[src/rtl/cdc_loopback.sv]
// Byte-stream loopback endpoint standing in for the USB host: buffers the CPU's
// outgoing bytes and returns them, optionally holding them until a full line is buffered.
module cdc_loopback #(
  parameter int          DEPTH     = 16,
  parameter int          LINE_MODE = 1,
  parameter logic [7:0]  TERM      = 8'h0D
) (
  input  logic                     clk_i,
  input  logic                     rstn_i,
  input  logic [7:0]               in_data_i,
  input  logic                     in_valid_i,
  output logic                     in_ready_o,
  output logic [7:0]               out_data_o,
  output logic                     out_valid_o,
  input  logic                     out_ready_i,
  input  logic                     flush_i,
  output logic [$clog2(DEPTH):0]   level_o,
  output logic [15:0]              rx_cnt_o,
  output logic [15:0]              tx_cnt_o,
  output logic [1:0]               state_o
);

  localparam int AW = $clog2(DEPTH);
  localparam int LW = AW + 1;
  localparam logic [LW-1:0] FULL = LW'(DEPTH);

  // Handshake: a byte moves on a channel in any cycle where valid && ready.
  // Once out_valid_o rises it holds, with stable data, until that transfer.
  typedef enum logic [1:0] {
    S_HOLD    = 2'd0,
    S_RELEASE = 2'd1,
    S_FLUSH   = 2'd2
  } state_t;

  logic [7:0]    r_mem [DEPTH];
  logic [AW-1:0] r_wr_ptr;
  logic [AW-1:0] r_rd_ptr;
  logic [LW-1:0] r_level;
  logic [LW-1:0] r_term_cnt;
  logic [15:0]   r_rx_cnt;
  logic [15:0]   r_tx_cnt;
  state_t        r_state;
  state_t        w_state_nxt;

  logic          w_push;
  logic          w_pop;
  logic          w_push_term;
  logic          w_pop_term;
  logic          w_not_empty;
  logic [7:0]    w_head;

  assign w_head      = r_mem[r_rd_ptr];
  assign w_not_empty = (r_level != '0);
  assign in_ready_o  = (r_level != FULL);
  assign out_valid_o = (LINE_MODE == 0) ? w_not_empty
                                        : (w_not_empty && (r_state != S_HOLD));
  assign out_data_o  = out_valid_o ? w_head : 8'h00;
  assign w_push      = in_valid_i && in_ready_o;
  assign w_pop       = out_valid_o && out_ready_i;
  assign w_push_term = w_push && (in_data_i == TERM);
  assign w_pop_term  = w_pop && (w_head == TERM);

  assign level_o  = r_level;
  assign rx_cnt_o = r_rx_cnt;
  assign tx_cnt_o = r_tx_cnt;
  assign state_o  = r_state;

  always_ff @(posedge clk_i) begin
    if (w_push) r_mem[r_wr_ptr] <= in_data_i;
  end

  always_ff @(posedge clk_i or negedge rstn_i) begin
    if (!rstn_i) begin
      r_wr_ptr   <= '0;
      r_rd_ptr   <= '0;
      r_level    <= '0;
      r_term_cnt <= '0;
      r_rx_cnt   <= '0;
      r_tx_cnt   <= '0;
      r_state    <= S_HOLD;
    end else begin
      r_state <= w_state_nxt;
      if (w_push) begin
        r_wr_ptr <= r_wr_ptr + AW'(1);
        r_rx_cnt <= r_rx_cnt + 16'd1;
      end
      if (w_pop) begin
        r_rd_ptr <= r_rd_ptr + AW'(1);
        r_tx_cnt <= r_tx_cnt + 16'd1;
      end
      case ({w_push, w_pop})
        2'b10:   r_level <= r_level + LW'(1);
        2'b01:   r_level <= r_level - LW'(1);
        default: r_level <= r_level;
      endcase
      case ({w_push_term, w_pop_term})
        2'b10:   r_term_cnt <= r_term_cnt + LW'(1);
        2'b01:   r_term_cnt <= r_term_cnt - LW'(1);
        default: r_term_cnt <= r_term_cnt;
      endcase
    end
  end

  // Pass-through builds never leave HOLD, so the state output stays quiet there.
  always_comb begin
    w_state_nxt = r_state;
    if (LINE_MODE != 0) begin
      case (r_state)
        S_HOLD: begin
          if (r_term_cnt != '0)                     w_state_nxt = S_RELEASE;
          else if ((r_level == FULL) || flush_i)    w_state_nxt = S_FLUSH;
        end
        S_RELEASE: begin
          // Leave only when the last buffered terminator is the byte being popped.
          if (w_pop_term && (r_term_cnt == LW'(1)) && !w_push_term)
            w_state_nxt = S_HOLD;
        end
        S_FLUSH: begin
          if (r_level == '0) w_state_nxt = S_HOLD;
        end
        default: w_state_nxt = S_HOLD;
      endcase
    end
  end

endmodule
[config.mk]
export PLATFORM = sky130hd
export DESIGN_NAME = cdc_loopback
export DESIGN_NICKNAME = d
export VERILOG_FILES = /design/src/rtl/cdc_loopback.sv
export SDC_FILE = /design/constraint.sdc
export NUM_CORES = 1
export LEC_CHECK = 0
export CORE_ASPECT_RATIO = 0.8
export CORE_MARGIN = 3
export CORE_UTILIZATION = 50
export DETAILED_ROUTE_END_ITERATION = 10
export PLACE_DENSITY = 0.7
export SLEW_MARGIN = 25
export SYNTH_ARGS = -nofsm -noshare
export SYNTH_HDL_FRONTEND = slang
export SYNTH_SLANG_ARGS = --single-unit
[constraint.sdc]
create_clock -name clk_i -period 8 [get_ports clk_i]
set_input_delay 1.6 -clock clk_i [delete_from_list [all_inputs] [get_ports clk_i]]
set_output_delay 1.6 -clock clk_i [all_outputs]
set_load 0.005 [all_outputs]
==> results.tsv, run 1 <==
stage	metric	value	unit
status	status	finished clean	
synthesis	ys flop type	edfxtp_1	
floorplan	full die area	16500	um2
timing	Final Max Tran Viols	0	
timing	final hold violations	0	
cts	# Post-CTS Setup Buffers	0	
synthesis	register area share after synthesis	0.685	
floorplan	chip width	143	um
drt	DRC	0	
global_routing	remaining global-route overflow	0	
drt	vias per cell	5.79	
cts	Worst-Skew Late Latency	0.43	ns
cts	# hold bufs at CTS	0	
finish	Antenna Cells	0	
finish	# nets final	563	
synthesis	EDFF count, synth	128	
worst_setup_path	Crit Path Category	reg -> out	
timing	worst-margin pin slew	1.10	ns
placed_design	post-place instance area	8330	um2
worst_setup_path	reg2reg start	r_rd_ptr[0]	
timing	RSZ-0062 raised after global routing	false	
synthesis	#FFs+latches synth	180	
synthesis	Unique masters post-synth	43	
synthesis	synthesized area	7510	um2
synthesis	Yosys Warn Count	0	
cts	H-tree depth	4	
cts	Reg clk slew, reported paths	0.07	ns
drt	ANT nets after route	0	
timing	relative slew slack	0.265	
cts	CTS Buffer Depth	2	
finish	Syn-to-layout area delta	18.2	%
cts	clk sinks	180	
worst_setup_path	FF-to-FF path depth	9	
pwr	P_leak	3.18	nW
drt	routed length per instance	20.9	um
global_routing	GRT Resource Usage Total	0.197	
cts	Num CTS Buffers	17	
timing	TNS Setup	0	ns
synthesis	Synth Instances	464	
timing	min Tclk post-route	4.54	ns
synthesis	Post-Syn Nets	494	
worst_setup_path	CP endpoint kind	output pin	
worst_setup_path	CP Data Arrival Time	2.94	ns
timing	crit share post-route	0.568	
synthesis	fraction of registers with async set/reset	0.289	
timing	Max Clk Rate	220	MHz
cts	root buf cell	clkbuf_16	
finish	share of cells above drive strength 1	0.147	
drt	Routed WL	15.3	mm
pwr	Max rail drop VDD	0.168	mV
worst_setup_path	Reg2Reg Setup Slack	4.55	ns
drt	Via Count	4225	
worst_setup_path	CP max FO	32	
floorplan	die height	116	um
job	Max Cap Viol	0	
global_routing	initial antenna violation count	0	
floorplan	initial core utilization	0.518	
worst_setup_path	Required @ worst endpoint	6.40	ns
worst_setup_path	Setup crit start	r_rd_ptr[0]	
timing	Worst Hold Slack	0.466	ns
finish	fin area	8880	um2
pwr	power per cell area	343	nW/um2
placed_design	hpwl dp	9.87	mm
timing	final setup vio count	0	
drt	Iter 0 DRT Violations	444	
worst_setup_path	reg2reg end	r_term_cnt[4]	
drt	drt first pass iters	5	
cts	CTS resizes	0	
cts	CTS tree	yes	
synthesis	mean post-synth cell area	16.2	um2
worst_setup_path	Worst setup SP type	flop	
placed_design	GP Congestion	0.861	
global_routing	pin count of the biggest net entering global routing	53	
floorplan	core area	14500	um2
worst_setup_path	Setup crit end	out_data_o[3]	
placed_design	I/O Buffers	61	
floorplan	Cell Rows	39	
global_routing	vias in the first global route	4209	
floorplan	I/O pin total	62	
hold_path	Worst Hold Class	reg -> reg	
timing	clock skew	0.00749	ns
finish	Fillers	1043	
global_routing	global-route wire length before repair	24.2	mm
[worst min-delay path by stage]
stage | start | endpoint | slack, ns | cells past startpoint
3_5_place_dp | rx_cnt_o[15] | rx_cnt_o[15] | 0.46 | 1
4_1_cts | rx_cnt_o[15] | rx_cnt_o[15] | 0.47 | 1
5_1_grt | tx_cnt_o[15] | tx_cnt_o[15] | 0.49 | 1
3_3_place_gp | rx_cnt_o[15] | rx_cnt_o[15] | 0.46 | 1
2_1_floorplan | r_term_cnt[4] | r_term_cnt[4] | 0.44 | 1
6_report | rx_cnt_o[15] | rx_cnt_o[15] | 0.47 | 1
[registers in the layout (all words and copies together) (netlist names)]
name and cells:
r_mem 128, r_wr_ptr 4, rx_cnt_o 16, r_rd_ptr 4
tx_cnt_o 16, state_o 2, level_o 5, r_term_cnt 5
[metal layers]
metal  track usage  vias to the layer above  part of all wire
met5             0                        -                 0
met4        0.0735                        0             0.022
met3        0.0441                       20             0.055
met2         0.299                      126              0.48
met1         0.283                     2178              0.45
li1              -                     1901                 -
[placed cells by master, fill, tap and decap left out, types with 4 or more instances in the layout]
cell / n
dfrtp_1: 51
nand4_1: 13
and3_1: 6
xnor2_1: 31
mux4_2: 32
a21oi_1: 7
nor3_2: 5
edfxtp_1: 128
inv_1: 5
clkdlybuf4s50_1: 60
nor2_1: 27
clkbuf_16: 17
inv_6: 7
nor2b_1: 10
ha_1: 16
a22oi_1: 6
buf_4: 5
nand3_1: 25
xor2_1: 15
mux2i_1: 4
nand2_1: 29
[cell usage after synthesis, drive strengths merged, types with 9 or more instances]
cell type    n  area (um2)
edfxtp     128        3840
dfrtp       52        1300
mux4        32         721
xnor2       31         272
nand2       29         109
nor2        28         105
nand3       25         125
ha          16         200
xor2        15         131
nand4       13        81.3
nor2b       10        62.6
buf          9        51.3
[cells by family (layout without fill, tap and decap cells)]
kind of cell | count (synthesis) | after routing | share of synthesized area
AND/OR/NAND/NOR | 132 | 132 | 0.0884
flip-flops | 180 | 180 | 0.685
XOR/XNOR | 46 | 46 | 0.0536
buffers and inverters | 23 | 105 | 0.0138
multiplexers | 40 | 40 | 0.107
AO/OA/AOI/OAI | 26 | 26 | 0.0227
adder cells (fa/ha/maj) | 17 | 17 | 0.0293
[critical path: stages (launching register included)]
cell             delay (ns)
dfrtp_4                0.85
mux4_2                 0.60
a22oi_1                0.26
nand3_1                0.14
nor2b_1                0.17
clkdlybuf4s50_1        0.49
[layout make-up]
type	instances	area (um2)	area share
clock buffers	18	429	0.0483
clock inverters	14	114	0.0128
inverters	7	26.3	0.00296
multi-input cells	261	2290	0.258
flip-flops and latches	180	5150	0.580
well taps	184	230	0.0259
repair buffers	66	643	0.0724
[where the power goes]
group / switching (mW) / total [mW] / internal, mW
combinational: 0.445 / 0.952 / 0.506
sequential: 0.174 / 1.32 / 1.14
clock: 0.369 / 0.776 / 0.407
[stage by stage]
stage          total power, mW   util  setup slack [ns]  instances
2_1_floorplan             1.88      -              4.10        464
3_3_place_gp              2.26  0.575              3.60        698
3_5_place_dp              2.29  0.575              3.85        698
4_1_cts                   3.07  0.612              3.39        730
5_1_grt                   3.21  0.613              3.26        730
6_report                  3.04  0.613              3.46        730
Power figures use the tool's default switching activity.
==> inputs of run 2 (changes only) <==
Settings changed: PLACE_DENSITY 0.7 to 0.73.
Clock period 8 ns to 3.7 ns, I/O delays scaled along.
==> results.tsv, run 2 (same netlist as run 1, synthesis figures left out) <==
stage	metric	value	unit
cts	clk sinks	180	
finish	fin area	9130	um2
drt	drt first pass iters	4	
job	Max Cap Viol	0	
drt	DRC	0	
pwr	overall power	6.76	mW
global_routing	vias in the first global route	4366	
cts	Reg clk slew, reported paths	0.06	ns
cts	CTS Buffer Depth	2	
placed_design	I/O Buffers	61	
timing	Worst Hold Slack	0.309	ns
cts	H-tree depth	4	
finish	most common cell after layout, fill and taps aside	edfxtp_1	
worst_setup_path	Required @ worst endpoint	2.96	ns
pwr	Max rail drop VDD	0.349	mV
pwr	P_leak	3.33	nW
floorplan	I/O pin total	62	
drt	Via Count	4199	
timing	RSZ-0062 raised after global routing	false	
timing	final setup vio count	0	
global_routing	global-route wire length before repair	23.8	mm
drt	routed length per instance	19.7	um
floorplan	initial core utilization	0.518	
finish	number of flip-flops in the largest register	128	
worst_setup_path	reg2reg start	r_rd_ptr[0]	
worst_setup_path	CP max FO	17	
status	status	finished clean	
timing	Final Max Tran Viols	0	
drt	ANT nets after route	0	
timing	Max Clk Rate	285	MHz
finish	Largest Register	r_mem	
cts	CTS tree	yes	
cts	# hold bufs at CTS	0	
timing	crit share post-route	0.947	
drt	Routed WL	14.8	mm
timing	final hold violations	0	
cts	Worst-Skew Late Latency	0.42	ns
timing	worst-margin pin slew	0.778	ns
worst_setup_path	Crit Path Category	reg -> out	
cts	# Post-CTS Setup Buffers	0	
global_routing	initial antenna violation count	0	
global_routing	GRT Resource Usage Total	0.191	
cts	CTS resizes	0	
cts	root buf cell	clkbuf_16	
finish	Syn-to-layout area delta	21.5	%
finish	Antenna Cells	0	
finish	share of cells above drive strength 1	0.173	
placed_design	hpwl dp	10.2	mm
placed_design	GP Congestion	0.864	
timing	relative slew slack	0.481	
timing	min Tclk post-route	3.51	ns
finish	fin util	0.630	
worst_setup_path	CP endpoint kind	output pin	
floorplan	Cell Rows	39	
floorplan	full die area	16500	um2
pwr	power per cell area	741	nW/um2
floorplan	chip width	143	um
timing	clock skew	0.00556	ns
floorplan	die height	116	um
drt	Iter 0 DRT Violations	308	
worst_setup_path	CP Data Arrival Time	2.77	ns
timing	TNS Setup	0	ns
hold_path	Worst Hold Class	in -> async	
floorplan	core area	14500	um2
global_routing	pin count of the biggest net entering global routing	31	
placed_design	post-place instance area	8510	um2
worst_setup_path	Setup crit start	r_rd_ptr[1]	
finish	# nets final	588	
drt	vias per cell	5.56	
global_routing	remaining global-route overflow	0	
cts	Num CTS Buffers	17	
finish	leading cell types in the layout, fill and taps excluded	edfxtp_1, clkdlybuf4s50_1, dfrtp_1, mux4_2, xnor2_1	
worst_setup_path	Worst setup SP type	flop	
-- run 2: cell count changes in the layout (fill, tap and decap cells not counted), moves of 4 or more --
cell,previous run,this run
buf_4,5,29
bufinv_16,0,4
nor3_1,2,6
inv_6,7,0
nor3_2,5,1
-- run 2: final cells by class --
cell class / instances / area, um2
clock buffers: 18 / 429
clock inverters: 14 / 186
fillers: 1039 / 5370
inverters: 7 / 26.3
multi-input cells: 261 / 2260
flip-flops and latches: 180 / 5150
well taps: 184 / 230
repair buffers: 91 / 843
-- run 2: critical path, stage by stage, from the launching register on --
cell	delay, ns
dfrtp_1	0.85
buf_4	0.31
nor2b_1	0.24
a22oi_1	0.12
nand3_1	0.15
nor2b_1	0.17
clkdlybuf4s50_1	0.52
-- run 2: worst paths after layout --
kind / to / depth (start not counted) / slack, ns
max: out_data_o[2] / 6 / 0.19
min: tx_cnt_o[10] / 1 / 0.31
max reg2reg: r_term_cnt[2] / 10 / 0.56
min reg2reg: rx_cnt_o[15] / 1 / 0.47
max in group asynchronous: r_wr_ptr[3] / 2 / 2.56
min in group clk_i: rx_cnt_o[15] / 1 / 0.47
-- run 2: routing by layer --
layer / part of all wire / up-vias / GRT usage
li1: - / 1946 / -
met1: 0.44 / 2130 / 0.273
met2: 0.50 / 105 / 0.301
met3: 0.050 / 18 / 0.0450
met4: 0.013 / 0 / 0.0526
met5: 0 / - / 0
-- run 2: stage by stage --
| step | cells | worst slack (ns) |
|---|---|---|
| after global routing | 755 | 0.00773 |
| after CTS | 755 | 0.158 |
| after global placement | 723 | 0.639 |
| after floorplan | 464 | 0.656 |
| after detailed placement | 723 | 0.573 |
| final | 755 | 0.195 |
-- run 2: power breakdown --
| part | switching (mW) | total [mW] | internal, mW |
|---|---|---|---|
| Clock | 0.716 | 1.84 | 1.12 |
| Sequential | 0.315 | 2.78 | 2.47 |
| Combinational | 0.970 | 2.14 | 1.17 |
